## config.mk

```make
export PLATFORM = sky130hd
export DESIGN_NAME = sisc_fetch
export DESIGN_NICKNAME = d
export VERILOG_FILES = /design/src/rtl/sisc_fetch.sv
export SDC_FILE = /design/constraint.sdc
export NUM_CORES = 1
export LEC_CHECK = 0
export ABC_AREA = 1
export BUFFER_PORTS_ARGS = -buffer_cell sky130_fd_sc_hd__buf_4
export CORE_ASPECT_RATIO = 1.5
export CORE_MARGIN = 2
export CORE_UTILIZATION = 35
export CTS_CLUSTER_DIAMETER = 80
export DETAILED_ROUTE_END_ITERATION = 16
export SETUP_SLACK_MARGIN = 0.02
export SLEW_MARGIN = 20
export SYNTH_ARGS = -nofsm -noshare
export SYNTH_HDL_FRONTEND = slang
export SYNTH_SLANG_ARGS = --single-unit
```

## constraint.sdc

```tcl
create_clock -name clk -period 3.1 [get_ports clk]
set_clock_uncertainty 0.05 [all_clocks]
set_input_delay 0.62 -clock clk [delete_from_list [all_inputs] [get_ports clk]]
set_output_delay 0.62 -clock clk [all_outputs]
set_load 0.01 [all_outputs]
```

## src/rtl/sisc_fetch.sv

```systemverilog
// Instruction fetch/sequencing for SISC: req/ack instruction memory in, registered IR/PC with valid/take out to ctrl.
// Optional one-entry prefetch buffer and DRAIN state when SISC_FETCH_PREFETCH_EN is defined.
module sisc_fetch #(
    parameter int                ADDR_W   = 16,
    parameter int                INSTR_W  = 32,
    parameter int                BR_OFF_W = 16,
    parameter logic [ADDR_W-1:0] RST_VEC  = '0
) (
    input  logic                clk,
    input  logic                rst_f,
    output logic                imem_req,
    output logic [ADDR_W-1:0]   imem_addr,
    input  logic                imem_ack,
    input  logic [INSTR_W-1:0]  imem_rdata,
    output logic [INSTR_W-1:0]  ir_out,
    output logic                ir_valid,
    output logic [ADDR_W-1:0]   pc_out,
    input  logic                ir_take,
    input  logic                br_take,
    input  logic                br_sel,
    input  logic [BR_OFF_W-1:0] br_off
);

    typedef enum logic [1:0] {
        ST_RST,
        ST_FETCH,
        ST_HOLD
`ifdef SISC_FETCH_PREFETCH_EN
        , ST_DRAIN
`endif
    } state_t;

    state_t               state_q, state_d;
    logic                 req_q, req_d;
    logic [ADDR_W-1:0]    addr_q, addr_d;
    logic [INSTR_W-1:0]   ir_q, ir_d;
    logic                 ir_vld_q, ir_vld_d;
    logic [ADDR_W-1:0]    pc_q, pc_d;
    logic [ADDR_W-1:0]    pc_seq;
    logic [ADDR_W-1:0]    next_addr;
`ifdef SISC_FETCH_PREFETCH_EN
    logic [INSTR_W-1:0]   pf_data_q, pf_data_d;
    logic                 pf_vld_q, pf_vld_d;
    logic [ADDR_W-1:0]    tgt_q, tgt_d;
    logic                 ack_hit;
`endif

    assign pc_seq = pc_q + ADDR_W'(1);

    // Redirect target; casts give modulo-2^ADDR_W arithmetic for any BR_OFF_W.
    always_comb begin
        if (!br_take) begin
            next_addr = pc_seq;
        end else if (br_sel) begin
            next_addr = ADDR_W'(br_off);
        end else begin
            next_addr = pc_seq + ADDR_W'($signed(br_off));
        end
    end

`ifdef SISC_FETCH_PREFETCH_EN
    assign ack_hit = req_q & imem_ack;
`endif

    always_comb begin
        state_d  = state_q;
        req_d    = req_q;
        addr_d   = addr_q;
        ir_d     = ir_q;
        ir_vld_d = ir_vld_q;
        pc_d     = pc_q;
`ifdef SISC_FETCH_PREFETCH_EN
        pf_data_d = pf_data_q;
        pf_vld_d  = pf_vld_q;
        tgt_d     = tgt_q;
`endif
        case (state_q)
            ST_RST: begin
                state_d = ST_FETCH;
                req_d   = 1'b1;
                addr_d  = RST_VEC;
            end
            ST_FETCH: begin
                if (imem_ack) begin
                    ir_d     = imem_rdata;
                    pc_d     = addr_q;
                    ir_vld_d = 1'b1;
                    state_d  = ST_HOLD;
`ifdef SISC_FETCH_PREFETCH_EN
                    req_d    = 1'b1;
                    addr_d   = addr_q + ADDR_W'(1);
`else
                    req_d    = 1'b0;
`endif
                end
            end
`ifdef SISC_FETCH_PREFETCH_EN
            // In HOLD exactly one of pf_vld_q / req_q is set: the prefetch is either buffered or in flight.
            ST_HOLD: begin
                if (ir_take) begin
                    if (br_take) begin
                        pf_vld_d = 1'b0;
                        ir_vld_d = 1'b0;
                        if (req_q && !imem_ack) begin
                            tgt_d   = next_addr;
                            state_d = ST_DRAIN;
                        end else begin
                            req_d   = 1'b1;
                            addr_d  = next_addr;
                            state_d = ST_FETCH;
                        end
                    end else if (pf_vld_q) begin
                        ir_d     = pf_data_q;
                        pc_d     = pc_seq;
                        pf_vld_d = 1'b0;
                        req_d    = 1'b1;
                        addr_d   = pc_seq + ADDR_W'(1);
                    end else if (ack_hit) begin
                        // Prefetch lands on the take edge: forward straight into the IR.
                        ir_d   = imem_rdata;
                        pc_d   = addr_q;
                        req_d  = 1'b1;
                        addr_d = addr_q + ADDR_W'(1);
                    end else begin
                        ir_vld_d = 1'b0;
                        state_d  = ST_FETCH;
                    end
                end else if (ack_hit) begin
                    pf_data_d = imem_rdata;
                    pf_vld_d  = 1'b1;
                    req_d     = 1'b0;
                end
            end
            ST_DRAIN: begin
                if (imem_ack) begin
                    req_d   = 1'b1;
                    addr_d  = tgt_q;
                    state_d = ST_FETCH;
                end
            end
`else
            ST_HOLD: begin
                if (ir_take) begin
                    ir_vld_d = 1'b0;
                    req_d    = 1'b1;
                    addr_d   = next_addr;
                    state_d  = ST_FETCH;
                end
            end
`endif
            default: state_d = ST_RST;
        endcase
    end

    always_ff @(posedge clk) begin
        if (!rst_f) begin
            state_q  <= ST_RST;
            req_q    <= 1'b0;
            addr_q   <= RST_VEC;
            ir_q     <= '0;
            ir_vld_q <= 1'b0;
            pc_q     <= RST_VEC;
`ifdef SISC_FETCH_PREFETCH_EN
            pf_data_q <= '0;
            pf_vld_q  <= 1'b0;
            tgt_q     <= RST_VEC;
`endif
        end else begin
            state_q  <= state_d;
            req_q    <= req_d;
            addr_q   <= addr_d;
            ir_q     <= ir_d;
            ir_vld_q <= ir_vld_d;
            pc_q     <= pc_d;
`ifdef SISC_FETCH_PREFETCH_EN
            pf_data_q <= pf_data_d;
            pf_vld_q  <= pf_vld_d;
            tgt_q     <= tgt_d;
`endif
        end
    end

    assign imem_req  = req_q;
    assign imem_addr = addr_q;
    assign ir_out    = ir_q;
    assign ir_valid  = ir_vld_q;
    assign pc_out    = pc_q;

endmodule

```

==> results.json <==
{
  "status": "completed",
  "ctsResizeCount": 0,
  "area_delta_synth_final_pct": 33.0,
  "io_pins": 120,
  "avgSynthCellArea_sq_um": 6.64,
  "dpl_cell_area_sq_um": 4950,
  "min_path_type": "reg -> reg",
  "grt_usage": 0.202,
  "wirelength_um": 12400,
  "drt_iter0_drc": 199,
  "grt_pass1_vias": 4007,
  "fin_ws_ps": 282,
  "antenna_found_initial": 0,
  "slowest_delay_ps": 420,
  "tightest_slew_ps": 1000,
  "tritoncts": "done",
  "core-area_sq_um": 11000,
  "cp.arrival_ps": 2930,
  "layout-drive-gt1-share": 0.239,
  "p_int_mw": 1.72,
  "viasPerCell": 4.92,
  "seqPwrFrac": 0.397,
  "ys_seq_area_frac": 0.345,
  "switchingPower_mw": 0.657,
  "timing.final.hold_violations": 0,
  "cts.sinks": 68,
  "crit_path_start_kind": "register",
  "num_rows": 47,
  "ant_nets": 0,
  "slew_violations": 0,
  "drc": 0,
  "p_clk_frac": 0.416,
  "finalCritPeriodShare": 0.909,
  "port_buffers": 119,
  "required_ps": 3220,
  "syn_nets": 669,
  "wl_met1_um": 5030,
  "synthDominantCellAreaShare": 0.345,
  "n_antenna_cell": 0,
  "worstSetupPathType": "reg -> reg",
  "die_w_um": 90.7,
  "layout_min_cycle_time_ps": 2820,
  "final_cell_mix": "nand2_1, buf_4, a21oi_1",
  "vias": 4202,
  "clk_pin_slew_ps": 50,
  "maxCapViolations": 0,
  "crit_buf_inv": 4,
  "yosys.area.top_type": "dfxtp_1",
  "netlist_instances": 595,
  "layout.cells.most_common": "nand2_1",
  "dieArea_sq_um": 12200,
  "ys_top_cells_by_area": "dfxtp_1, nand2_1, a21oi_1, nand3_1, ha_1",
  "overflow": 0,
  "slowest_stage": "dfxtp_1",
  "cts.htree.levels": 3,
  "power.leakage_nw": 2.43,
  "worst_setup_path_end_kind": "register",
  "grt_max_degree": 56,
  "die_h_um": 134,
  "grt_pass1_wl_um": 19600,
  "ir_drop_v": 0.000402,
  "post_cts_buffers": 0,
  "nets": 776,
  "ctsRootBufferMaster": "clkbuf_16",
  "dr_wl_met2_um": 6530,
  "first_pass_iters": 4,
  "combPwrFrac": 0.188,
  "highest-signal-layer": "met4",
  "numCtsBuffers": 9,
  "preCtsSetupSlack_ps": 154,
  "p_per_area_nw_per_um2": 452,
  "tns_ps": 0,
  "crit_chain": "nand2_1 > inv_2 > nand2_2 > nor2_4 > nand2_1 > nor2_1 > xor2_1 > inv_1 > ha_1 > nand2_1 > a21oi_1 > nor2_1 > nand2_1 > inv_1 > nand2_1 > inv_1 > nand2_1 > nand3_1 > nand2_1 > nand2_1 > a21oi_2",
  "rsz0062_at_grt": "no",
  "slew_headroom": 0.329,
  "synth-seq-cells": 68,
  "worstPathMaxFanout": 5,
  "cts_buffer_depth": 2,
  "swShare": 0.277,
  "final_cell_area_sq_um": 5250,
  "start_util": 0.359,
  "ys_warn_count": 0,
  "finalSetupViolCount": 0,
  "clk_latency_ps": 330,
  "met3_length_um": 683,
  "max_freq_ghz": 0.355,
  "postCtsHoldBufs": 0,
  "path_delay_family": "simple AND/OR/NAND/NOR gates",
  "gp_congestion": 0.896,
  "syn_area_sq_um": 3950,
  "cp_common_cell": "nand2_1",
  "synth_cell_types": 34,
  "wl_per_cell_um": 14.5,
  "hpwl_um": 9570
}
worst register-to-register path, delay by kind of cell (launching register included):
kind,cells,cell delay [ps]
AND/OR/NAND/NOR,13,1270
flip-flops,1,420
buffers and inverters,4,280
adder cells (fa/ha/maj),1,340
XOR/XNOR,1,220
AO/OA/AOI/OAI,2,110
cells in the mapped netlist (all sizes together):
| master | instances |
|---|---|
| xnor2 | 4 |
| clkbuf | 24 |
| o21ai | 36 |
| nor3 | 4 |
| o211ai | 4 |
| buf | 3 |
| o221ai | 1 |
| a31oi | 1 |
| nand4 | 3 |
| nor2 | 33 |
| nand2 | 158 |
| ha | 19 |
| a21oi | 104 |
| o21bai | 1 |
| nand3b | 2 |
| clkinv | 1 |
| nand3 | 56 |
| dfxtp | 68 |
| inv | 63 |
| and2 | 1 |
| xor2 | 5 |
| a21o | 2 |
| fa | 1 |
| or2 | 1 |
flip-flops by register name, indices dropped and copies added, names as in the netlist:
| signal | flops |
|---|---|
| imem_addr | 16 |
| state_q | 2 |
| ir_valid | 1 |
| ir_out | 32 |
| pc_out | 16 |
| imem_req | 1 |
power groups by stage:
stage / clock network, mW / logic, mW / registers [mW]
finish: 0.988 / 0.446 / 0.942
global route: 1.04 / 0.498 / 0.946
CTS: 1.00 / 0.447 / 0.942
detailed placement: 0 / 0.446 / 0.960
global placement: 0 / 0.441 / 0.960
floorplan: 0 / 0.248 / 0.970
cells by family (layout without fill, tap and decap cells):
group / after synthesis / in the layout / synth area share
AOI/OAI and AO/OA: 149 / 149 / 0.201
and+or+nand+nor: 258 / 258 / 0.281
xor gates and xnor gates: 9 / 9 / 0.0200
adders and majority gates: 20 / 20 / 0.0653
buffers and inverters: 91 / 203 / 0.0875
DFF: 68 / 68 / 0.345
metrics by stage:
| step | utilization | power (mW) | hold WS, ps | cells |
|---|---|---|---|---|
| after floorplan | - | 1.22 | 436 | 595 |
| after global placement | 0.451 | 1.40 | 399 | 838 |
| after detailed placement | 0.451 | 1.41 | 404 | 838 |
| after CTS | 0.477 | 2.39 | 410 | 854 |
| after global routing | 0.478 | 2.48 | 426 | 854 |
| final | 0.478 | 2.38 | 410 | 854 |
cell type report:
cell class                 instances  area [sq um]
tap                              147           184
clock inverter                     4          50.0
inverter                          64           241
sequential                        68          1370
timing repair buffer             123           923
multi-input combinational        436          2250
clock buffer                      12           236
fill                            1149          5740
path summary, 6_finish.rpt:
path / start / endpoint / slack [ps] / depth (start not counted)
setup / recovery: pc_out[5]$_SDFFE_PN0P_ / imem_addr[15]$_SDFFE_PN0P_ / 280 / 21
hold / removal: ir_out[30]$_SDFFE_PN0P_ / ir_out[30]$_SDFFE_PN0P_ / 410 / 2
setup reg to reg: pc_out[5]$_SDFFE_PN0P_ / imem_addr[15]$_SDFFE_PN0P_ / 280 / 21
hold reg to reg: ir_out[30]$_SDFFE_PN0P_ / ir_out[30]$_SDFFE_PN0P_ / 410 / 2
layer usage:
| layer | GRT usage | up-vias |
|---|---|---|
| met4 | 0.0675 | 0 |
| li1 | - | 2170 |
| met5 | 0 | - |
| met1 | 0.227 | 1911 |
| met2 | 0.371 | 107 |
| met3 | 0.0489 | 14 |
(Power assumes the default switching activity.)
